==> src/rtl/reservoir_ctrl.sv <==
// Reservoir level controller.
// A debounced level sensor drives a six-state FSM that commands a fill
// pump and a drain valve. A descalibrated sensor that persists for too
// long escalates to a sticky FAULT, which only an operator acknowledge
// with a sane committed level can clear.
// All outputs are registered and decoded from the next state, so they
// change on the same edge as the state code.
module reservoir_ctrl #(
  parameter int unsigned DEBOUNCE     = 3,
  parameter int unsigned FAULT_CYCLES = 8
) (
  input  logic       clk_2,
  input  logic       reset,
  input  logic [1:0] sensor,
  input  logic       ack,
  output logic [7:0] SEG,
  output logic [2:0] state,
  output logic       pump,
  output logic       valve,
  output logic       alarm
);

  // Encoded state values are visible on the state port, so they are fixed.
  typedef enum logic [2:0] {
    ST_INIT   = 3'd0,
    ST_ALTO   = 3'd1,
    ST_NORMAL = 3'd2,
    ST_BAIXO  = 3'd3,
    ST_DESCAL = 3'd4,
    ST_FAULT  = 3'd5
  } state_t;

  // Raw sensor codes.
  localparam logic [1:0] LVL_ALTO   = 2'b00;
  localparam logic [1:0] LVL_NORMAL = 2'b01;
  localparam logic [1:0] LVL_BAIXO  = 2'b10;
  localparam logic [1:0] LVL_DESCAL = 2'b11;

  // Saturation value of the sample counter.
  localparam logic [3:0] DEB_CNT    = 4'(DEBOUNCE);

  // Value of fcnt on the edge that escalates DESCAL into FAULT.
  localparam logic [7:0] FAULT_LAST = 8'(FAULT_CYCLES - 1);

  // Seven-segment patterns shown for each state.
  localparam logic [7:0] SEG_INIT   = 8'h40;
  localparam logic [7:0] SEG_ALTO   = 8'h5F;
  localparam logic [7:0] SEG_NORMAL = 8'h54;
  localparam logic [7:0] SEG_BAIXO  = 8'h7C;
  localparam logic [7:0] SEG_DESCAL = 8'h5E;
  localparam logic [7:0] SEG_FAULT  = 8'h71;

  // Debouncer state.
  logic [1:0] cand_q, cand_d;
  logic [3:0] cnt_q, cnt_d;
  logic       commit;

  // Last committed level. FAULT needs it to decide where to exit to.
  // It resets to the descalibrated code so that a stray ack cannot
  // release FAULT before any real level has been seen.
  logic [1:0] lvl_q, lvl_d;

  // FSM state and the counter that times how long DESCAL has lasted.
  state_t     state_q, state_d;
  logic [7:0] fcnt_q, fcnt_d;

  // Registered outputs.
  logic [7:0] seg_q, seg_d;
  logic       pump_q, pump_d;
  logic       valve_q, valve_d;
  logic       alarm_q, alarm_d;

  // Maps a committed sensor code to the state it selects.
  function automatic state_t level_state(input logic [1:0] lvl);
    state_t st;
    case (lvl)
      LVL_ALTO:   st = ST_ALTO;
      LVL_NORMAL: st = ST_NORMAL;
      LVL_BAIXO:  st = ST_BAIXO;
      default:    st = ST_DESCAL;
    endcase
    return st;
  endfunction

  // Debouncer: track the candidate value and count how many consecutive
  // edges have seen it. A commit fires only on the edge where the count
  // first reaches DEBOUNCE. Once saturated nothing fires again until the
  // sensor changes. With DEBOUNCE=1 a change commits on its first edge.
  always_comb begin
    cand_d = cand_q;
    cnt_d  = cnt_q;
    commit = 1'b0;
    if (sensor != cand_q) begin
      cand_d = sensor;
      cnt_d  = 4'd1;
      commit = (DEB_CNT == 4'd1);
    end else if (cnt_q != DEB_CNT) begin
      cnt_d  = cnt_q + 4'd1;
      commit = ((cnt_q + 4'd1) == DEB_CNT);
    end
  end

  // Committed level follows the sensor on every commit, in any state.
  always_comb begin
    lvl_d = lvl_q;
    if (commit) begin
      lvl_d = sensor;
    end
  end

  // Next-state logic.
  // FAULT ignores commits and leaves only on ack with a sane level.
  // In DESCAL the timeout takes priority over a commit on the same edge.
  // The other states simply follow each commit.
  always_comb begin
    state_d = state_q;
    case (state_q)
      ST_FAULT: begin
        if (ack && (lvl_d != LVL_DESCAL)) begin
          state_d = level_state(lvl_d);
        end
      end
      ST_DESCAL: begin
        if (fcnt_q == FAULT_LAST) begin
          state_d = ST_FAULT;
        end else if (commit) begin
          state_d = level_state(sensor);
        end
      end
      ST_INIT, ST_ALTO, ST_NORMAL, ST_BAIXO: begin
        if (commit) begin
          state_d = level_state(sensor);
        end
      end
      default: begin
        state_d = ST_INIT;
      end
    endcase
  end

  // The DESCAL timer counts edges spent in DESCAL. It restarts from zero
  // on entry, and it clears whenever DESCAL is left or not occupied.
  always_comb begin
    fcnt_d = 8'd0;
    if ((state_q == ST_DESCAL) && (state_d == ST_DESCAL)) begin
      fcnt_d = fcnt_q + 8'd1;
    end
  end

  // Output decode from the next state.
  // Pump and valve come from disjoint states, so they can never both be
  // asserted.
  always_comb begin
    seg_d   = SEG_INIT;
    pump_d  = 1'b0;
    valve_d = 1'b0;
    alarm_d = 1'b0;
    case (state_d)
      ST_INIT:   seg_d = SEG_INIT;
      ST_ALTO: begin
        seg_d   = SEG_ALTO;
        valve_d = 1'b1;
      end
      ST_NORMAL: seg_d = SEG_NORMAL;
      ST_BAIXO: begin
        seg_d  = SEG_BAIXO;
        pump_d = 1'b1;
      end
      ST_DESCAL: seg_d = SEG_DESCAL;
      ST_FAULT: begin
        seg_d   = SEG_FAULT;
        alarm_d = 1'b1;
      end
      default:   seg_d = SEG_INIT;
    endcase
  end

  // Debouncer and committed-level registers.
  always_ff @(posedge clk_2 or posedge reset) begin
    if (reset) begin
      cand_q <= 2'b00;
      cnt_q  <= 4'd0;
      lvl_q  <= LVL_DESCAL;
    end else begin
      cand_q <= cand_d;
      cnt_q  <= cnt_d;
      lvl_q  <= lvl_d;
    end
  end

  // FSM state and DESCAL timer registers.
  always_ff @(posedge clk_2 or posedge reset) begin
    if (reset) begin
      state_q <= ST_INIT;
      fcnt_q  <= 8'd0;
    end else begin
      state_q <= state_d;
      fcnt_q  <= fcnt_d;
    end
  end

  // Output registers, forced to INIT values while reset is asserted.
  always_ff @(posedge clk_2 or posedge reset) begin
    if (reset) begin
      seg_q   <= SEG_INIT;
      pump_q  <= 1'b0;
      valve_q <= 1'b0;
      alarm_q <= 1'b0;
    end else begin
      seg_q   <= seg_d;
      pump_q  <= pump_d;
      valve_q <= valve_d;
      alarm_q <= alarm_d;
    end
  end

  assign SEG   = seg_q;
  assign state = state_q;
  assign pump  = pump_q;
  assign valve = valve_q;
  assign alarm = alarm_q;

endmodule
==> config.mk <==
export PLATFORM = sky130hd
export DESIGN_NAME = reservoir_ctrl
export DESIGN_NICKNAME = d
export VERILOG_FILES = /design/src/rtl/reservoir_ctrl.sv
export SDC_FILE = /design/constraint.sdc
export NUM_CORES = 1
export LEC_CHECK = 0
export ABC_CLOCK_PERIOD_IN_PS = 2700
export CAP_MARGIN = 20
export CORE_ASPECT_RATIO = 0.75
export CORE_MARGIN = 4
export CORE_UTILIZATION = 33
export CTS_CLUSTER_DIAMETER = 120
export CTS_CLUSTER_SIZE = 14
export DETAILED_ROUTE_END_ITERATION = 8
export PLACE_DENSITY = 0.59
export RECOVER_POWER = 25
export SETUP_SLACK_MARGIN = 0.02
export SLEW_MARGIN = 25
export SYNTH_ARGS = -nofsm -noshare
export SYNTH_HDL_FRONTEND = slang
export SYNTH_SLANG_ARGS = --single-unit
export TNS_END_PERCENT = 100
==> constraint.sdc <==
create_clock -name clk_2 -period 2.7 [get_ports clk_2]
set_input_delay 0.54 -clock clk_2 [delete_from_list [all_inputs] [get_ports clk_2]]
set_output_delay 0.54 -clock clk_2 [all_outputs]
set_load 0.02 [all_outputs]
# [Word level (Yosys, flattened, before mapping)]
# Index checks and enable logic that the tools add are counted.
[word_totals] inputBits=5 regBits=30 wordCells=53
[classes] addsub=2 n_eq_ne=19 reduce_logical=7 muxes=16
[ops] op="case mux 6 bit (5 select lines)" n=1
[ops] op="case mux 3 bit (3 select lines)" n=3
[ops] op="equality test 3 x 2 -> 1 bit, second input constant" n=4
[ops] op="equality test 3 bit, second input constant" n=4
[ops] op="two-way mux 3 bit" n=3
[ops] op="adder 8 x 1 -> 8 bit, second input constant" n=1
[ops] op="equality test 8 x 3 -> 1 bit, second input constant" n=1
[ops] op="two-way mux 4 bit" n=2
[ops] op="two-way mux 8 bit" n=1
[ops] op="equality test 3 x 1 -> 1 bit, second input constant" n=2
[ops] op="two-way mux 1 bit" n=5
[ops] op="adder 4 x 1 -> 4 bit, second input constant" n=1
[ops] op="equality test 2 x 1 -> 1 bit, second input constant" n=2
[ops] op="equality test 2 bit, second input constant" n=2
[ops] op="equality test 4 x 2 -> 1 bit, second input constant" n=1
[ops] op="logical NOT 2 bit" n=2
[ops] op="!= test 4 x 2 -> 1 bit, second input constant" n=1
[ops] op="OR reduction 4 bit" n=1
[ops] op="logical NOT 3 bit" n=1
[ops] op="logical AND 1 bit" n=2
[ops] op="two-way mux 2 bit" n=1
[ops] op="!= test 2 bit" n=1
[ops] op="!= test 2 bit, second input constant" n=1
[ops] op="nonzero test 2 bit" n=1

# [Depth between registers and ports, before layout]
[logic_depth] depth_word=12 mapped_depth=12

# [Least setup slack after synthesis]
# OpenSTA, ideal clock, no wires.
[synth_path] kind="input-to-reg" startpoint="input sensor[0]" endpoint="register fcnt_q[2]" stages=12 setup_time_ps=80 path_buffers=2 arrival_ps=2333 required_ps=2620 path_slack_ps=287 cell_sequence="buf_2 inv_1 ha_1 o21bai_1 a21oi_1 nor3_1 mux2i_1 nor2_2 inv_2 or3_1 buf_6 nor3_2"
[synth_between] elab_chain_len=10 word_cells_on_any_way=20
[synth_lines] item="start, declared" line_no="14" rtl="input logic [1:0] sensor,"
[synth_lines] item="!= test 2 bit" line_no="93" rtl="if (sensor != cand_q) begin"
[synth_lines] item="two-way mux 1 bit" line_no="93"
[synth_lines] item="two-way mux 2 bit" line_no="106" rtl="if (commit) begin"
[synth_lines] item="equality test 2 bit (tied with other cells)" line_no="76" rtl="case (lvl)"
[synth_lines] item="case mux 3 bit (3 select lines) or logical AND 1 bit (tied branches)" line_no="76, 119"
[synth_lines] item="two-way mux 3 bit" line_no="119" rtl="if (ack && (lvl_d != LVL_DESCAL)) begin"
[synth_lines] item="case mux 3 bit (3 select lines) (*)" line_no="117" rtl="case (state_q)"
[synth_lines] item="via state_d[0]" line_no="64" rtl="state_t state_q, state_d;"
[synth_lines] item="equality test 3 bit (*)" line_no="145" rtl="if ((state_q == ST_DESCAL) && (state_d == ST_DESCAL)) begin"
[synth_lines] item="logical AND 1 bit (*)" line_no="145"
[synth_lines] item="two-way mux 8 bit (*)" line_no="145"
[synth_lines] item="via fcnt_d[2]" line_no="65" rtl="logic [7:0] fcnt_q, fcnt_d;"
[synth_lines] item="end signal, assigned" line_no="198" rtl="fcnt_q <= fcnt_d;"
[synth_lines] item="end, declared" line_no="65"
# The timed path passes the listed nets; every way through them passes the cells marked *.
# A chain may end at the register's enable or synchronous reset.

# [Worst setup path in the final report]
[layout_path] startpoint="input sensor[0]" endpoint="register fcnt_q[6]"
[layout_between] elab_chain_len=10 word_cells_on_any_way=20
[layout_lines] item="!= test 2 bit" line_no="93"
[layout_lines] item="two-way mux 1 bit" line_no="93"
[layout_lines] item="two-way mux 2 bit" line_no="106"
[layout_lines] item="equality test 2 bit (tied with other cells)" line_no="76"
[layout_lines] item="case mux 3 bit (3 select lines) or logical AND 1 bit (tied branches)" line_no="76, 119"
[layout_lines] item="two-way mux 3 bit" line_no="119"
[layout_lines] item="case mux 3 bit (3 select lines) (*)" line_no="117"
[layout_lines] item="equality test 3 bit (*)" line_no="145"
[layout_lines] item="logical AND 1 bit (*)" line_no="145"
[layout_lines] item="two-way mux 8 bit (*)" line_no="145"
[layout_lines] item="via fcnt_d[6]" line_no="65"
# Marked as above.

==> metrics.md <==
| Metric | Value |
|---|---|
| Die X | 87.30 microns |
| Worst Path Arrival | 2.76 ns |
| CTS Buffer Depth | 2 |
| Synth Cell Area | 1556 sq um |
| Final net count | 194 |
| Setup CP Type | in2reg |
| Register area share after synthesis | 45.18% |
| Post-DP Area | 1884 sq um |
| Crit. Startpoint | sensor[0] |
| Synthesis-to-layout area growth | 28.05% |
| EDFF count, synth | 0 |
| Global route total overflow | 0 |
| # Max-Cap Violations | 0 |
| Internal power | 933.3 uW |
| Top FF cell, synth | dfrtp_1 |
| Post-route DRC | 0 |
| Share of power burned in registers | 38.8% |
| Initial antenna violation count | 0 |
| Final design area excluding fillers | 1993 sq um |
| Worst hold path startpoint | fcnt_q[0] |
| First-pass GRT wire length | 5547 microns |
| Routed Antenna Nets | 0 |
| I/O pin count | 19 |
| DR WL/cell | 13.22 microns |
| Clock-pin slew on the worst setup and hold paths | 0.09 ns |
| Final WL | 3160 microns |
| Tmin final | 2.567 ns |
| Combinational share of power | 45.9% |
| Pwr dens | 756.8 nW/um^2 |
| HP Class | reg2reg |
| Drt first-iter violations | 94 |
| Inserted Diodes | 0 |
| Endpoints failing setup | 0 |
| Switching share of power | 38.13% |
| GRT Overall Usage | 11.74% |
| Post-synth cell types | 47 |
| Worst-Margin Slew | 1.489 ns |
| Rel. slew slack | 0.7247% |
| Cts hold-fix bufs | 0 |
| Post-Route Skew | 0.001117 ns |
| H-tree Lvls | 1 |
| Mapped Avg Cell Area | 10.66 sq um |
| Worst slack at placement | -0.2784 ns |
| CP startpoint kind | primary input |
| Worst R2R Setup Slack | 0.22 ns |
| Reg2reg end | fcnt_q[6] |
| Reg-to-Reg Start | cnt_q[0] |
| Core area | 4519 sq um |
| Die outline area | 5891 sq um |
| Yosys Warn Count | 0 |
| RSZ-0062 raised after global routing | no |
| FFs w/ async S/R, synth | 100.0% |
| Tcrit/Tclk final | 95.08% |
| Sw power | 575.2 uW |
| Pleak | 0.0008939 uW |
| Detailed-route vias per instance | 4.916 |
| Syn_nets | 157 |
| Worst Hold Path EP | fcnt_q[0] |
| Via count | 1175 |
| Initial DRT Pass Iterations | 4 |
| Worst R2R Path Depth | 11 |
| Fin. Hold Viols | 0 |
| Synthesized instance count | 146 |
| Clock latency on the worst-skew pair | 0.27 ns |
| Worst setup EP type | flop |
| Share of layout cells above drive strength 1 | 29.12% |
| Total Neg Setup Slack | 0 ns |
| RD Place Congestion | 0.8479 |
| FP Rows | 21 |
| Final WS setup | 0.1329 ns |
| CTS Buf Count | 3 |
| # fillers | 447 |
| Achievable Freq | 389.5 MHz |
| Vias in the first global route | 1200 |
| Clock root buffer | clkbuf_8 |
| Port Buffers | 16 |
| Crit path required time | 2.89 ns |
| Crit path max fanout | 10 |
| Yosys reg bits | 28 |
| Pin count of the biggest net entering global routing | 29 |
| CTS tree | built |
| Peak supply drop | 0.3963 mV |
| Initial Util | 34.44% |
| Status | finished, final reports clean |
| Post-DP HPWL | 2343 microns |
| Clock share of power | 15.3% |
| Die Span Y | 67.48 microns |
| CTS sink cnt | 28 |
| Hold depth | 1 |
| Slew Limit Fails | 0 |
-- worst max-delay path, cell delays in order --
cell	delay (ns)
clkdlybuf4s50_1	0.49
buf_6	0.14
xnor2_4	0.13
nand3_4	0.12
nor2_4	0.21
buf_4	0.15
mux2i_2	0.21
a211oi_2	0.10
or3_1	0.33
buf_6	0.16
nor3_2	0.17
-- layer usage --
layer / wire, microns / part of all wire (%) / vias to the layer above / track usage, %
li1: - / - / 571 / -
met1: 1602 / 51 / 570 / 16.88
met2: 1334 / 42 / 29 / 18.23
met3: 190 / 6.0 / 5 / 2.561
met4: 33 / 1.0 / 0 / 2.299
met5: 0 / 0 / - / 0
-- power by group through the flow --
stage / Sequential (uW) / Combinational (uW) / Clock, uW
finish: 585 / 693 / 230
global route: 599 / 763 / 253
CTS: 585 / 683 / 237
detailed placement: 590 / 679 / 0
global placement: 589 / 672 / 0
floorplan: 658 / 346 / 0
-- cell type report --
cell class	count	area, sq um	share of cell area [%]
sequential	28	703.2	35.28
multi-input combinational	101	800.8	40.18
timing repair buffer	39	335.3	16.82
inverter	10	37.54	1.883
clock buffer	4	45.04	2.260
tap	57	71.32	3.578
-- registers in the layout, summed over array words and instances, names as in the netlist --
| register | count |
|---|---|
| SEG | 6 |
| alarm | 1 |
| cand_q | 2 |
| cnt_q | 4 |
| fcnt_q | 8 |
| lvl_q | 2 |
| pump | 1 |
| state | 3 |
| valve | 1 |
-- cell usage in the layout, fill, tap and decap left out, drive strengths merged, types with 2 or more instances in the layout --
| master | n |
|---|---|
| dfrtp | 26 |
| buf | 21 |
| clkdlybuf4s50 | 14 |
| nor2 | 12 |
| nor3 | 11 |
| inv | 10 |
| nand2 | 8 |
| nand3 | 8 |
| xor2 | 7 |
| xnor2 | 7 |
| ha | 6 |
| clkbuf | 6 |
| o21ai | 5 |
| or3b | 3 |
| nor4 | 3 |
| mux2i | 3 |
| a211oi | 3 |
| and3 | 3 |
| mux2 | 2 |
| a21oi | 2 |
| nand2b | 2 |
| or3 | 2 |
| conb | 2 |
| dfstp | 2 |
-- worst max-delay path by stage --
stage	depth (start not counted)	end	slack, ns
after global placement	12	fcnt_q[5]	-0.19
after global routing	11	fcnt_q[5]	0.009
final	11	fcnt_q[6]	0.13
after floorplan	12	fcnt_q[2]	0.29
after detailed placement	12	fcnt_q[6]	-0.28
after CTS	10	fcnt_q[6]	0.07
-- repair_timing --
action                     4_1_cts  5_1_grt
pin swaps                        0        3
setup endpoints to repair        6       10
setup buffers                    0        4
resized for setup                1        8
-- cells in the mapped netlist, types with 2 or more instances --
| library cell | count | share of area, % |
|---|---|---|
| xor2_1 | 7 | 3.9 |
| ha_1 | 6 | 4.8 |
| buf_4 | 3 | 1.4 |
| nand3_1 | 7 | 2.3 |
| or3_1 | 2 | 0.80 |
| mux2_2 | 2 | 1.4 |
| dfrtp_1 | 26 | 42 |
| and3_1 | 2 | 0.80 |
| a21oi_1 | 2 | 0.64 |
| dfstp_2 | 2 | 3.4 |
| o21ai_0 | 5 | 1.6 |
| xnor2_1 | 5 | 2.8 |
| nor3_1 | 3 | 0.96 |
| mux2i_1 | 3 | 1.9 |
| clkbuf_1 | 2 | 0.48 |
| nor4_1 | 2 | 0.80 |
| inv_1 | 9 | 2.2 |
| a211oi_1 | 2 | 0.96 |
| xnor2_2 | 2 | 2.1 |
| nand2_1 | 8 | 1.9 |
| or3b_1 | 2 | 1.1 |
| nor2_1 | 10 | 2.4 |
| nor3_2 | 8 | 5.1 |
| conb_1 | 2 | 0.48 |
| nand2b_1 | 2 | 0.80 |
-- logic make-up (layout without fill, tap and decap cells) --
family                     Yosys count  count (layout)  share of synthesized area (%)
AOI/OAI and AO/OA                   18              18                          9.164
xor gates and xnor gates            14              14                          8.842
adders and majority gates            6               6                          4.823
buffers and inverters               17              53                          5.385
DFF                                 28              28                          45.18
muxes                                5               5                          3.376
other                                2               2                         0.4825
and+or+nand+nor                     56              56                          22.75
-- stage by stage --
stage | cells | utilization, % | total power [uW] | hold slack (ns)
final | 239 | 44.10 | 1508 | 0.4790
after global routing | 239 | 44.10 | 1615 | 0.5154
after CTS | 235 | 42.66 | 1504 | 0.4828
after detailed placement | 231 | 41.69 | 1269 | 0.4684
after global placement | 231 | 41.69 | 1261 | 0.4615
after floorplan | 146 | - | 1003 | 0.4411
(Power assumes the default switching activity.)
